**config.mk**
```make
export PLATFORM = sky130hd
export DESIGN_NAME = mem_scan
export DESIGN_NICKNAME = d
export VERILOG_FILES = /design/src/rtl/mem_scan.sv
export SDC_FILE = /design/constraint.sdc
export NUM_CORES = 1
export LEC_CHECK = 0
export CORE_ASPECT_RATIO = 0.8
export CORE_MARGIN = 5
export CORE_UTILIZATION = 53
export DETAILED_ROUTE_END_ITERATION = 8
export PLACE_DENSITY = 0.85
export SYNTH_ARGS = -nofsm -noshare
export SYNTH_HDL_FRONTEND = slang
export SYNTH_SLANG_ARGS = --single-unit
export TNS_END_PERCENT = 20
```
**constraint.sdc**
```tcl
create_clock -name clk -period 4.99 [get_ports clk]
set_clock_uncertainty 0.05 [all_clocks]
set_input_delay 0.998 -clock clk [delete_from_list [all_inputs] [get_ports clk]]
set_output_delay 0.998 -clock clk [all_outputs]
set_load 0.01 [all_outputs]
```
**src/rtl/mem_scan.sv**
```systemverilog
// mem_scan: walks every cell of the checkerboard state RAM in address order,
// presents each cell on a valid/ready stream and tallies empty/black/white
// cells, flagging any cell that holds the invalid code 11.
module mem_scan #(
  parameter int RD_LATENCY = 1,
  parameter int CELLS      = 64
) (
  input  logic       clk,
  input  logic       rst,
  input  logic       en,
  output logic [5:0] ram_addr,
  input  logic [1:0] ram_data,
  output logic       out_valid,
  input  logic       out_ready,
  output logic [5:0] out_addr,
  output logic [1:0] out_data,
  output logic [6:0] cnt_empty,
  output logic [6:0] cnt_black,
  output logic [6:0] cnt_white,
  output logic       err,
  output logic       done
);

  typedef enum logic [2:0] {IDLE, ADDR, WAIT, OUT, DONE} state_t;

  localparam logic [5:0] LAST = 6'(CELLS - 1);

  state_t     state;
  logic [5:0] idx;
  logic       hs;

  // The cell index is the RAM address during ADDR/WAIT and the presented
  // address during OUT; it only moves on a handshake, so both stay stable.
  assign ram_addr = idx;
  assign out_addr = idx;
  assign hs       = out_valid && out_ready;

  // Scan FSM; counts update on every handshake, including one that lands in
  // the same cycle as an abort.
  always_ff @(posedge clk or posedge rst) begin
    if (rst) begin
      state     <= IDLE;
      idx       <= '0;
      out_data  <= '0;
      out_valid <= 1'b0;
      done      <= 1'b0;
      err       <= 1'b0;
      cnt_empty <= '0;
      cnt_black <= '0;
      cnt_white <= '0;
    end else begin
      if (hs) begin
        case (out_data)
          2'b00:   cnt_empty <= cnt_empty + 7'd1;
          2'b01:   cnt_black <= cnt_black + 7'd1;
          2'b10:   cnt_white <= cnt_white + 7'd1;
          default: err       <= 1'b1;
        endcase
      end
      case (state)
        IDLE: begin
          done <= 1'b0;
          if (en) begin
            cnt_empty <= '0;
            cnt_black <= '0;
            cnt_white <= '0;
            err       <= 1'b0;
            idx       <= '0;
            state     <= ADDR;
          end
        end
        ADDR: begin
          if (!en) begin
            state <= IDLE;
          end else if (RD_LATENCY == 0) begin
            out_data  <= ram_data;
            out_valid <= 1'b1;
            state     <= OUT;
          end else begin
            state <= WAIT;
          end
        end
        WAIT: begin
          if (!en) begin
            state <= IDLE;
          end else begin
            out_data  <= ram_data;
            out_valid <= 1'b1;
            state     <= OUT;
          end
        end
        OUT: begin
          if (!en) begin
            out_valid <= 1'b0;
            state     <= IDLE;
          end else if (out_ready) begin
            out_valid <= 1'b0;
            if (idx == LAST) begin
              done  <= 1'b1;
              state <= DONE;
            end else begin
              idx   <= idx + 6'd1;
              state <= ADDR;
            end
          end
        end
        DONE: begin
          if (!en) begin
            done  <= 1'b0;
            state <= IDLE;
          end
        end
        default: state <= IDLE;
      endcase
    end
  end

endmodule

```
== After elaboration in Yosys (flattened, before gate mapping) ==
Cells that the tools add are included.
Storage, ports and cells
  register bits after elaboration: 35
  input bits: 6
  output and inout port bits: 38
  logic and storage cells: 78
Operators by class
  add/sub/neg operators: 4
  eq/ne operators: 15
  muxes and demuxes: 38
  reduce and logical (&&, ||, !) cells: 12
Operators by type and width (count)
  2-to-1 mux 7 bit: 12
  2-to-1 mux 6 bit: 4
  adder 7 x 1 -> 7 bit, second input constant: 3
  2-to-1 mux 3 bit: 5
  one-hot mux 3 bit (5 select lines): 1
  inequality test 2 bit, second input constant: 7
  one-hot mux 6 bit (2 select lines): 1
  2-to-1 mux 1 bit: 11
  AND reduction 5 bit: 2
  adder 6 x 1 -> 6 bit, second input constant: 1
  == test 3 x 2 -> 1 bit, second input constant: 2
  == test 6 bit, second input constant: 1
  AND reduction 3 bit: 2
  2-to-1 mux 2 bit: 2
  nonzero test 2 bit: 2
  == test 3 x 1 -> 1 bit, second input constant: 1
  == test 3 bit, second input constant: 1
  zero test 3 bit: 1
  inequality test 3 bit, second input constant: 1
  one-hot mux 1 bit (3 select lines): 1
  nonzero test 3 bit: 1
  OR reduction 3 bit: 1
  == test 2 x 1 -> 1 bit, second input constant: 1
  == test 2 bit, second input constant: 1
  other kinds (4): 4

== Depth between registers and ports, before layout ==
  word-level depth: 6
  gate-level depth with buffers: 6
  mapped depth without buffers: 5

== Worst setup path before layout ==
OpenSTA, ideal clock, no wires.
  path type: in2reg
  start: input port out_ready
  end: register idx[0], in the netlist out_addr[0]
  setup time: 125 ps
  arrival: 1899 ps
  data required time: 4815 ps
  slack: 2916 ps
  stages: 5
  path buffers: 1
  cells stage by stage: buf_6 -> and3_4 -> o21ai_4 -> a21oi_1 -> mux2_2
Between the ends
  word-level cells in the longest chain between the ends: 2
Ends and longest elaborated chain
  start, declared: RTL line 14  | input logic out_ready,
  inequality test 2 bit (no source line)
  AND reduction 5 bit (no source line)
  end signal, assigned: RTL line 102  | idx <= idx + 6'd1;
  end, declared: RTL line 29  | logic [5:0] idx;
No other way between the ends.
A chain may end at the register's enable or synchronous reset.

== Worst setup path in the final report ==
  start: input port out_ready
  end: register idx[1], in the netlist out_addr[1]
Same word-level chain as after synthesis.

==> reports/results.tsv <==
metric	value	unit
largest net degree at the start of global routing	36	
ys async rst share	1.00	
Synth Cell Area	1820	um2
WL per Instance	14.4	um
Clk pin slew, worst setup/hold paths	0.07	ns
Leak Pwr	0.997	nW
Synth Warn #	0	
Hold WS	0.479	ns
clock root buffer master	clkbuf_8	
I/O pin count	44	
minimum clock period	2.42	ns
chip width	75.5	um
library cells used by synthesis	39	
#FFs+latches synth	35	
Synth Flop Type	dfrtp_1	
Multi-input gate area	831	um2
initial core utilization	0.539	
Seq/Total Area, Yosys	0.481	
# port buffers	43	
status	finished clean	
GRT Total Usage	0.179	
grt total ovfl	0	
Cell Chain, Critical Path	clkdlybuf4s50_1 -> and3_4 -> o21ai_4 -> a21oi_1 -> mux2_2	
Clock Tree Buf Depth	2	
DR iter-0 viols	55	
worst skew pair latency	0.29	ns
fin crit share	0.485	
final setup fails	0	
setup tns final	0	ns
WL final	3.81	mm
cts bufs inserted	5	
arrival time worst endpoint	2.54	ns
Setup CP Type	in -> reg	
CTS tree	built	
Worst Setup End Kind	flop	
Design Power	0.000755	W
register area	876	um2
drt drc	0	
power density cells	325	nW/um2
CP Launch Type	primary input	
Post-synth EDFFs	0	
Post-Synth XOR/XNOR Area	0.0674	
H-tree levels	2	
DRT Pass-1 Iters	4	
number of global-route vias before repair	1384	
post-synthesis mux area share	0.0413	
initial antenna violation count	0	
slowest stage delay, CP	0.63	ns
Slew @ Worst Pin	0.424	ns
DPL Wire Length	2.83	mm
Worst Path Max Fanout	7	
Syn Nets	191	
slowest CP cell	clkdlybuf4s50_1	
Hold Path Class	reg -> reg	
Resize count post-CTS	0	
core area	3380	um2
clk sinks	35	
Hold Buf Count CTS	0	
synthesized area per cell	10.1	um2
vias	1444	
share of layout cells above drive strength 1	0.0901	
Layout area overhead	27.7	%
Final Hold Viols	0	
row cnt	19	
area leader, netlist	dfrtp_1	
nets@finish	231	
Synth Instances	181	
RSZ-0062 raised after global routing	no	
Final ANT Viol Nets	0	
Slew HR	0.717	
Final Max Tran Viols	0	
Critical Path RT	5.12	ns
FMAX	414	MHz
Die Span Y	62.4	um
die area	4710	um2
GPL Wtd Cong	0.844	
maximum VDD drop	0.278	mV
Synth Area in Compound Gates	0.0860	
post-synthesis adder-cell area fraction	0.0275	
Synth top area share	0.481	
MaxCap Viol Count	0	
simple-gate share of the synthesized area	0.235	
vias per cell	5.47	
filler cell count	271	
ANT cells	0	
global-route wire length before repair	6.49	mm
ranking of synthesized cells by area	dfrtp_1, nor2_1, xnor2_1	
main combinational cell family by area after synthesis	simple AND/OR/NAND/NOR gates	
Post-CTS Setup Bufs	0	
cell families (layout without fill, tap and decap cells):
family / after synthesis / in the layout
buffers and inverters: 17 / 58
muxes: 7 / 7
and+or+nand+nor: 81 / 81
DFF: 35 / 35
xor gates and xnor gates: 14 / 14
adders and majority gates: 4 / 4
AOI/OAI and AO/OA: 23 / 23
synth_stat cells, types with 4 or more instances:
cell type	number
nor2_1	27
o21ai_0	4
ha_1	4
nand2_1	15
nand4_1	5
xnor2_1	7
nor3_1	4
dfrtp_1	35
mux2_2	4
nand3_1	9
buf_4	6
inv_1	5
xor2_1	7
a21oi_1	7
or3_1	4
through the flow:
step	instance area (um2)	util	cells	setup WS, ns
2_1_floorplan	1820	-	181	2.92
3_3_place_gp	2220	0.659	256	2.32
3_5_place_dp	2220	0.659	256	2.26
4_1_cts	2320	0.688	264	2.57
5_1_grt	2320	0.688	264	2.48
6_report	2320	0.688	264	2.57
registers in the layout, indices dropped and copies added, names as in the netlist:
name	count
out_data	2
cnt_black	7
out_addr	6
state	3
done	1
out_valid	1
cnt_white	7
err	1
cnt_empty	7
cells in the final DEF, fill, tap and decap left out, types with 7 or more instances in the layout:
cell type	netlist	final
clkdlybuf4s50_1	0	43
nand3_1	9	9
xnor2_1	7	7
nand2_1	15	15
xor2_1	7	7
clkbuf_8	0	7
dfrtp_1	35	35
a21oi_1	7	7
nor2_1	27	27
critical path, delay by kind of cell:
kind,cells,cell delay [ns]
compound gates,2,0.28
buf+inv,1,0.63
mux,1,0.36
simple gates,1,0.27
routing by layer:
layer | global-route usage | wire (um) | share of wire | up-vias
met4 | 0.0677 | 96 | 0.025 | 0
li1 | - | - | - | 713
met5 | 0 | 0 | 0 | -
met1 | 0.244 | 1790 | 0.47 | 690
met2 | 0.259 | 1750 | 0.46 | 32
met3 | 0.0659 | 167 | 0.044 | 9
final cells by class:
type,count,share of cell area
multi-input cells,129,0.358
repair buffers,45,0.192
inverters,5,0.00808
well taps,42,0.0226
clock buffers,8,0.0431
flip-flops and latches,35,0.377
report_power, final:
group          total (W)  internal, W  switching (W)
clock network   0.000224     0.000126      0.0000977
logic           0.000176    0.0000954      0.0000807
registers       0.000355     0.000314      0.0000409
path summary, 6_finish.rpt:
path / from / end / slack, ns / cells after the start
max in group asynchronous: rst / cnt_white[2] / 3.51 / 3
hold / removal: err / err / 0.48 / 2
setup reg to reg: out_addr[0] / out_addr[1] / 3.27 / 5
min in group asynchronous: rst / err / 1.08 / 3
hold reg to reg: err / err / 0.48 / 2
setup / recovery: out_ready / out_addr[1] / 2.57 / 5
No activity file was read; power rests on OpenSTA's default activity.
